--- src/rtl/regfile_sequencer.sv ---
// Command-driven initiator for a 16x16 register file: WRITE, READ and CLEAR commands.
// Optional write readback check enabled by defining RF_READBACK_CHECK_EN.
module regfile_sequencer #(
    parameter int DATA_W   = 16,
    parameter int ADDR_W   = 4,
    parameter int NUM_REGS = 16
) (
    input  logic              Clk,
    input  logic              Rst,
    input  logic              Cmd_Valid,
    output logic              Cmd_Ready,
    input  logic [1:0]        Cmd_Op,
    input  logic [ADDR_W-1:0] Cmd_Addr,
    input  logic [ADDR_W-1:0] Cmd_BAddr,
    input  logic [DATA_W-1:0] Cmd_Data,
    output logic              Wen,
    output logic [ADDR_W-1:0] WAddr,
    output logic [DATA_W-1:0] WData,
    output logic [ADDR_W-1:0] RAAddr,
    output logic [ADDR_W-1:0] RBAddr,
    output logic              RAen,
    output logic              RBen,
    input  logic [DATA_W-1:0] RAData,
    input  logic [DATA_W-1:0] RBData,
    output logic              Rsp_Valid,
    output logic [DATA_W-1:0] Rsp_AData,
    output logic [DATA_W-1:0] Rsp_BData,
    output logic              Chk_Err,
    output logic [2:0]        Dbg_State
);
    localparam logic [1:0] OP_WRITE = 2'b01;
    localparam logic [1:0] OP_READ  = 2'b10;
    localparam logic [1:0] OP_CLEAR = 2'b11;
    localparam logic [ADDR_W-1:0] LAST_ADDR = ADDR_W'(NUM_REGS - 1);

    typedef enum logic [2:0] {
        S_IDLE, S_WRITE, S_READ, S_RESP, S_CLEAR, S_CHECK
    } state_t;

    state_t state, nxt_state;
    logic              nxt_ready, nxt_wen, nxt_raen, nxt_rben, nxt_rsp_valid;
    logic [ADDR_W-1:0] nxt_waddr, nxt_raaddr, nxt_rbaddr, clr_cnt, nxt_clr_cnt;
    logic [DATA_W-1:0] nxt_wdata, nxt_rsp_a, nxt_rsp_b;
`ifdef RF_READBACK_CHECK_EN
    logic clr_mode, nxt_clr_mode, nxt_chk_err;
`endif

    assign Dbg_State = state;

    // Handshake: a command transfers on a rising edge where Cmd_Valid and Cmd_Ready are
    // both high; Cmd_Ready is high only in IDLE and commands offered while busy are not held.
    always_comb begin
        nxt_state     = state;
        nxt_ready     = 1'b0;
        nxt_wen       = 1'b0;
        nxt_raen      = 1'b0;
        nxt_rben      = 1'b0;
        nxt_rsp_valid = 1'b0;
        nxt_waddr     = WAddr;
        nxt_wdata     = WData;
        nxt_raaddr    = RAAddr;
        nxt_rbaddr    = RBAddr;
        nxt_rsp_a     = Rsp_AData;
        nxt_rsp_b     = Rsp_BData;
        nxt_clr_cnt   = clr_cnt;
`ifdef RF_READBACK_CHECK_EN
        nxt_clr_mode  = clr_mode;
        nxt_chk_err   = Chk_Err;
`endif
        case (state)
            S_IDLE: begin
                nxt_ready = 1'b1;
                if (Cmd_Valid) begin
                    case (Cmd_Op)
                        OP_WRITE: begin
                            nxt_state = S_WRITE;
                            nxt_ready = 1'b0;
                            nxt_wen   = 1'b1;
                            nxt_waddr = Cmd_Addr;
                            nxt_wdata = Cmd_Data;
`ifdef RF_READBACK_CHECK_EN
                            nxt_clr_mode = 1'b0;
`endif
                        end
                        OP_READ: begin
                            nxt_state  = S_READ;
                            nxt_ready  = 1'b0;
                            nxt_raen   = 1'b1;
                            nxt_rben   = 1'b1;
                            nxt_raaddr = Cmd_Addr;
                            nxt_rbaddr = Cmd_BAddr;
                        end
                        OP_CLEAR: begin
                            nxt_state   = S_CLEAR;
                            nxt_ready   = 1'b0;
                            nxt_wen     = 1'b1;
                            nxt_waddr   = '0;
                            nxt_wdata   = '0;
                            nxt_clr_cnt = '0;
`ifdef RF_READBACK_CHECK_EN
                            nxt_clr_mode = 1'b1;
`endif
                        end
                        default: ;
                    endcase
                end
            end
            S_READ: begin
                nxt_state     = S_RESP;
                nxt_rsp_valid = 1'b1;
                nxt_rsp_a     = RAData;
                nxt_rsp_b     = RBData;
            end
            S_RESP: begin
                nxt_state = S_IDLE;
                nxt_ready = 1'b1;
            end
`ifdef RF_READBACK_CHECK_EN
            S_WRITE, S_CLEAR: begin
                nxt_state  = S_CHECK;
                nxt_raen   = 1'b1;
                nxt_raaddr = WAddr;
            end
            S_CHECK: begin
                if (RAData != WData) nxt_chk_err = 1'b1;
                if (clr_mode && clr_cnt != LAST_ADDR) begin
                    nxt_state   = S_CLEAR;
                    nxt_wen     = 1'b1;
                    nxt_clr_cnt = clr_cnt + ADDR_W'(1);
                    nxt_waddr   = clr_cnt + ADDR_W'(1);
                end else begin
                    nxt_state = S_IDLE;
                    nxt_ready = 1'b1;
                end
            end
`else
            S_WRITE: begin
                nxt_state = S_IDLE;
                nxt_ready = 1'b1;
            end
            S_CLEAR: begin
                // Counter holds at the last address rather than wrapping.
                if (clr_cnt == LAST_ADDR) begin
                    nxt_state = S_IDLE;
                    nxt_ready = 1'b1;
                end else begin
                    nxt_wen     = 1'b1;
                    nxt_clr_cnt = clr_cnt + ADDR_W'(1);
                    nxt_waddr   = clr_cnt + ADDR_W'(1);
                end
            end
`endif
            default: begin
                nxt_state = S_IDLE;
                nxt_ready = 1'b1;
            end
        endcase
    end

    always_ff @(posedge Clk or posedge Rst) begin
        if (Rst) begin
            state     <= S_IDLE;
            Cmd_Ready <= 1'b1;
            Wen       <= 1'b0;
            RAen      <= 1'b0;
            RBen      <= 1'b0;
            Rsp_Valid <= 1'b0;
            WAddr     <= '0;
            WData     <= '0;
            RAAddr    <= '0;
            RBAddr    <= '0;
            Rsp_AData <= '0;
            Rsp_BData <= '0;
            clr_cnt   <= '0;
        end else begin
            state     <= nxt_state;
            Cmd_Ready <= nxt_ready;
            Wen       <= nxt_wen;
            RAen      <= nxt_raen;
            RBen      <= nxt_rben;
            Rsp_Valid <= nxt_rsp_valid;
            WAddr     <= nxt_waddr;
            WData     <= nxt_wdata;
            RAAddr    <= nxt_raaddr;
            RBAddr    <= nxt_rbaddr;
            Rsp_AData <= nxt_rsp_a;
            Rsp_BData <= nxt_rsp_b;
            clr_cnt   <= nxt_clr_cnt;
        end
    end

`ifdef RF_READBACK_CHECK_EN
    always_ff @(posedge Clk or posedge Rst) begin
        if (Rst) begin
            clr_mode <= 1'b0;
            Chk_Err  <= 1'b0;
        end else begin
            clr_mode <= nxt_clr_mode;
            Chk_Err  <= nxt_chk_err;
        end
    end
`else
    assign Chk_Err = 1'b0;
`endif

endmodule

--- config.mk ---
export PLATFORM = sky130hd
export DESIGN_NAME = regfile_sequencer
export DESIGN_NICKNAME = d
export VERILOG_FILES = /design/src/rtl/regfile_sequencer.sv
export SDC_FILE = /design/constraint.sdc
export NUM_CORES = 1
export LEC_CHECK = 0
export CAP_MARGIN = 20
export CORE_ASPECT_RATIO = 1.75
export CORE_UTILIZATION = 25
export DETAILED_ROUTE_END_ITERATION = 10
export GPL_ROUTABILITY_DRIVEN = 0
export GPL_TIMING_DRIVEN = 0
export PLACE_DENSITY = 0.62
export SLEW_MARGIN = 5
export SYNTH_ARGS = -nofsm -noshare
export SYNTH_HDL_FRONTEND = slang
export SYNTH_SLANG_ARGS = --single-unit
--- constraint.sdc ---
create_clock -name Clk -period 4.3 [get_ports Clk]
set_input_delay 1.075 -clock Clk [delete_from_list [all_inputs] [get_ports Clk]]
set_output_delay 1.075 -clock Clk [all_outputs]
set_load 0.005 [all_outputs]
==> flow_metrics.py <==
metrics = {
    "run_status": {
        "status": "finished with violations",
        "violations": "DRC",
    },
    "sta": {
        "tightest_slew_ps": 549,
        "setup_slack_ps": 1600,
        "relSlewSlack_pct": 63.3,
        "fmax_ghz": 0.370,
        "hold_viol": 0,
        "drv_slew": 0,
        "setup_tns_ps": 0,
        "setup_viol": 0,
        "min_period_ps": 2700,
        "final.setup_skew_ps": 6.85,
        "fin_crit_sh_pct": 62.8,
        "rsz0062_at_grt": "no",
    },
    "layout": {
        "post-route-util_pct": 41.1,
        "multi_input_area_um2": 1100,
        "drive_gt1_share_pct": 22.3,
        "seq_area_um2": 1780,
        "finalNonFillerCells": 512,
        "diodes": 0,
        "areaGrowthSynthToFinish_pct": 59.0,
        "nFillCells": 1124,
        "finalNetCount": 439,
    },
    "synth": {
        "syn_area_um2": 2990,
        "yosysTopAreaCell": "dfrtp_1",
        "syn_inst": 232,
        "avgSynthCellArea_um2": 12.9,
        "yosys_register_bits": 71,
        "synth_top_area_share_pct": 58.6,
        "ys_seq_area_share_pct": 59.5,
        "ys_types": 40,
        "synth_nets": 299,
        "ys_warn_count": 0,
        "synth.area.top_cells": "dfrtp_1 (59%), mux2_2 (17%), nand2_1 (4.8%)",
    },
    "route": {
        "drtIter0Drc": 77,
        "top_layer": "met4",
        "via_per_inst": 4.41,
        "route.met3.wl_um": 392,
        "drcViolationCount": 10,
        "vias": 2258,
        "dr_wl_met2_um": 4110,
        "ant_nets": 0,
        "drt-met1-wl_um": 2670,
        "wl_um": 7370,
        "wl_per_cell_um": 14.4,
        "drt-pass1-iter-count": 8,
    },
    "place": {
        "dp_hpwl_um": 5630,
        "port_buffers": 128,
        "place_ws_ps": 1250,
        "dpl.cell_count": 496,
    },
    "pwr": {
        "power_density_nw_per_um2": 675,
        "total_power_w": 0.00321,
        "ir_drop_v": 0.000249,
        "leakage_nw": 2.04,
    },
    "clock_network": {
        "postCtsSetupRepairBufs": 0,
        "htreeDepth": 3,
        "clockBufferDepth": 2,
        "cts_root_buffer": "clkbuf_16",
        "cts_made_buffers": 9,
        "ctsResizeCount": 0,
        "cts_tree": "yes",
        "postCtsHoldBufs": 0,
        "clk_latency_ps": 330,
        "clock-sinks": 71,
        "cts.clk_slew.worst_paths_ps": 60,
    },
    "floorplan": {
        "fp.dieW_um": 84.7,
        "dieHeight_um": 147,
        "die-area_um2": 12400,
        "coreArea_um2": 11600,
        "pin_count": 130,
        "start_util_pct": 25.8,
        "rows": 52,
    },
    "critical_path": {
        "cp_num_buf_inv": 1,
        "cp.arrival_ps": 2910,
        "cp-start-kind": "primary input",
        "crit_slowest_cell": "clkdlybuf4s50_1",
        "worstPathCellList": "clkdlybuf4s50_1, ha_1, nor4_4, and2b_2, nor2_4, mux2_2",
        "r2r_start": "Dbg_State[0]",
        "critPathMaxFanout": 6,
        "path_class": "primary input to flip-flop",
        "crit_path_max_incr_delay_ps": 480,
        "critPathTopFamily": "simple AND/OR/NAND/NOR gates",
        "worst_ep_required_time_ps": 4510,
        "worstSetupStartpoint": "Cmd_Op[0]",
        "worstSetupEndpointType": "flip-flop",
    },
    "grt": {
        "grt.total_usage_pct": 12.8,
        "grt_max_degree": 52,
        "overflow": 0,
        "grt_pass1_wl_um": 12200,
        "grt_pass1_vias": 2449,
        "antenna_found_initial": 0,
    },
    "run": {
        "drv_cap": 0,
    },
    "min_path": {
        "hold_path.class": "flip-flop to flip-flop",
        "worstHoldStart": "WData[5]",
    },
}
## cells in the mapped netlist (all sizes together)
library cell,number
a31oi,1
and2b,1
dfrtp,70
or2,1
nor3b,2
dfstp,1
nor4,1
nand2,39
ha,6
a21oi,4
a22o,1
a41oi,1
xnor2,1
o41a,1
buf,9
nor2,3
mux2,44
clkinv,1
xor2,1
o21bai,1
nand3b,1
nand3,2
and2,2
nand2b,1
nor4b,1
conb,1
o31ai,1
inv,6
clkbuf,3
nor3,2
o21ai,23
## report_power, final
part	internal (W)	switching (W)	leakage (nW)
Sequential	0.000992	0.000155	0.874
Clock	0.000423	0.000277	0.135
Combinational	0.000892	0.000472	1.04
Total	0.00231	0.000905	2.04
## final timing paths
check / to / slack (ps) / cells past startpoint
max reg2reg: Rsp_BData[7] / 2500 / 4
min: WData[5] / 480 / 2
max: WAddr[1] / 1600 / 6
min in group asynchronous: RBAddr[1] / 1060 / 2
min reg2reg: WData[5] / 480 / 2
max in group asynchronous: Cmd_Ready / 2650 / 3
## state kept, by name (all words and copies together), names as in the netlist, 3 cells and up
name,cells
WData,16
Rsp_BData,16
RBAddr,4
Dbg_State,3
Rsp_AData,16
RAAddr,4
WAddr,4
clr_cnt,4
## metal layers
layer | track usage [%] | up-vias
li1 | - | 1073
met1 | 12.9 | 1103
met2 | 24.0 | 71
met3 | 2.83 | 11
met4 | 6.78 | 0
met5 | 0 | -
## through the flow
stage | hold slack (ps) | cell area, µm²
floorplan | 473 | 2990
global placement | 466 | 4440
global route | 514 | 4760
finish | 476 | 4760
detailed placement | 470 | 4470
CTS | 483 | 4760
## area by class of cell
class	count	area share (%)
multi-input combinational	142	23.2
sequential	71	37.4
clock buffer	12	5.39
tap	135	3.55
clock inverter	4	0.605
inverter	7	0.605
timing repair buffer	129	27.5
buffer	12	1.76
## kinds of logic after synthesis
group,count (synthesis),synth area share [%]
buffers and inverters,19,3.68
adder cells (fa/ha/maj),6,2.51
other,1,0.125
multiplexers,44,16.6
flip-flops,71,59.5
AO/OA/AOI/OAI,33,6.74
AND/OR/NAND/NOR,56,10.3
XOR/XNOR,2,0.586
## cell usage in the layout (no fill, tap or decap), types with 2 or more instances in the layout
master / Yosys / layout
clkbuf_16: 0 / 9
nand2_1: 38 / 38
dfrtp_1: 70 / 70
nor3_1: 2 / 2
inv_1: 6 / 5
mux2_2: 44 / 44
nand3_1: 2 / 2
clkbuf_1: 3 / 4
ha_1: 6 / 6
buf_4: 6 / 6
buf_6: 2 / 2
clkinvlp_4: 0 / 2
o21ai_0: 22 / 22
a21oi_1: 3 / 3
clkdlybuf4s50_1: 0 / 128
clkbuf_8: 0 / 2
## worst register-to-register path, delay by kind of cell, from the launching register on
| kind | cells | cell delay [ps] |
|---|---|---|
| buf+inv | 2 | 450 |
| flops | 1 | 390 |
| mux | 1 | 360 |
| simple gates | 1 | 490 |
Note: power is estimated with default switching activity, not from simulation.
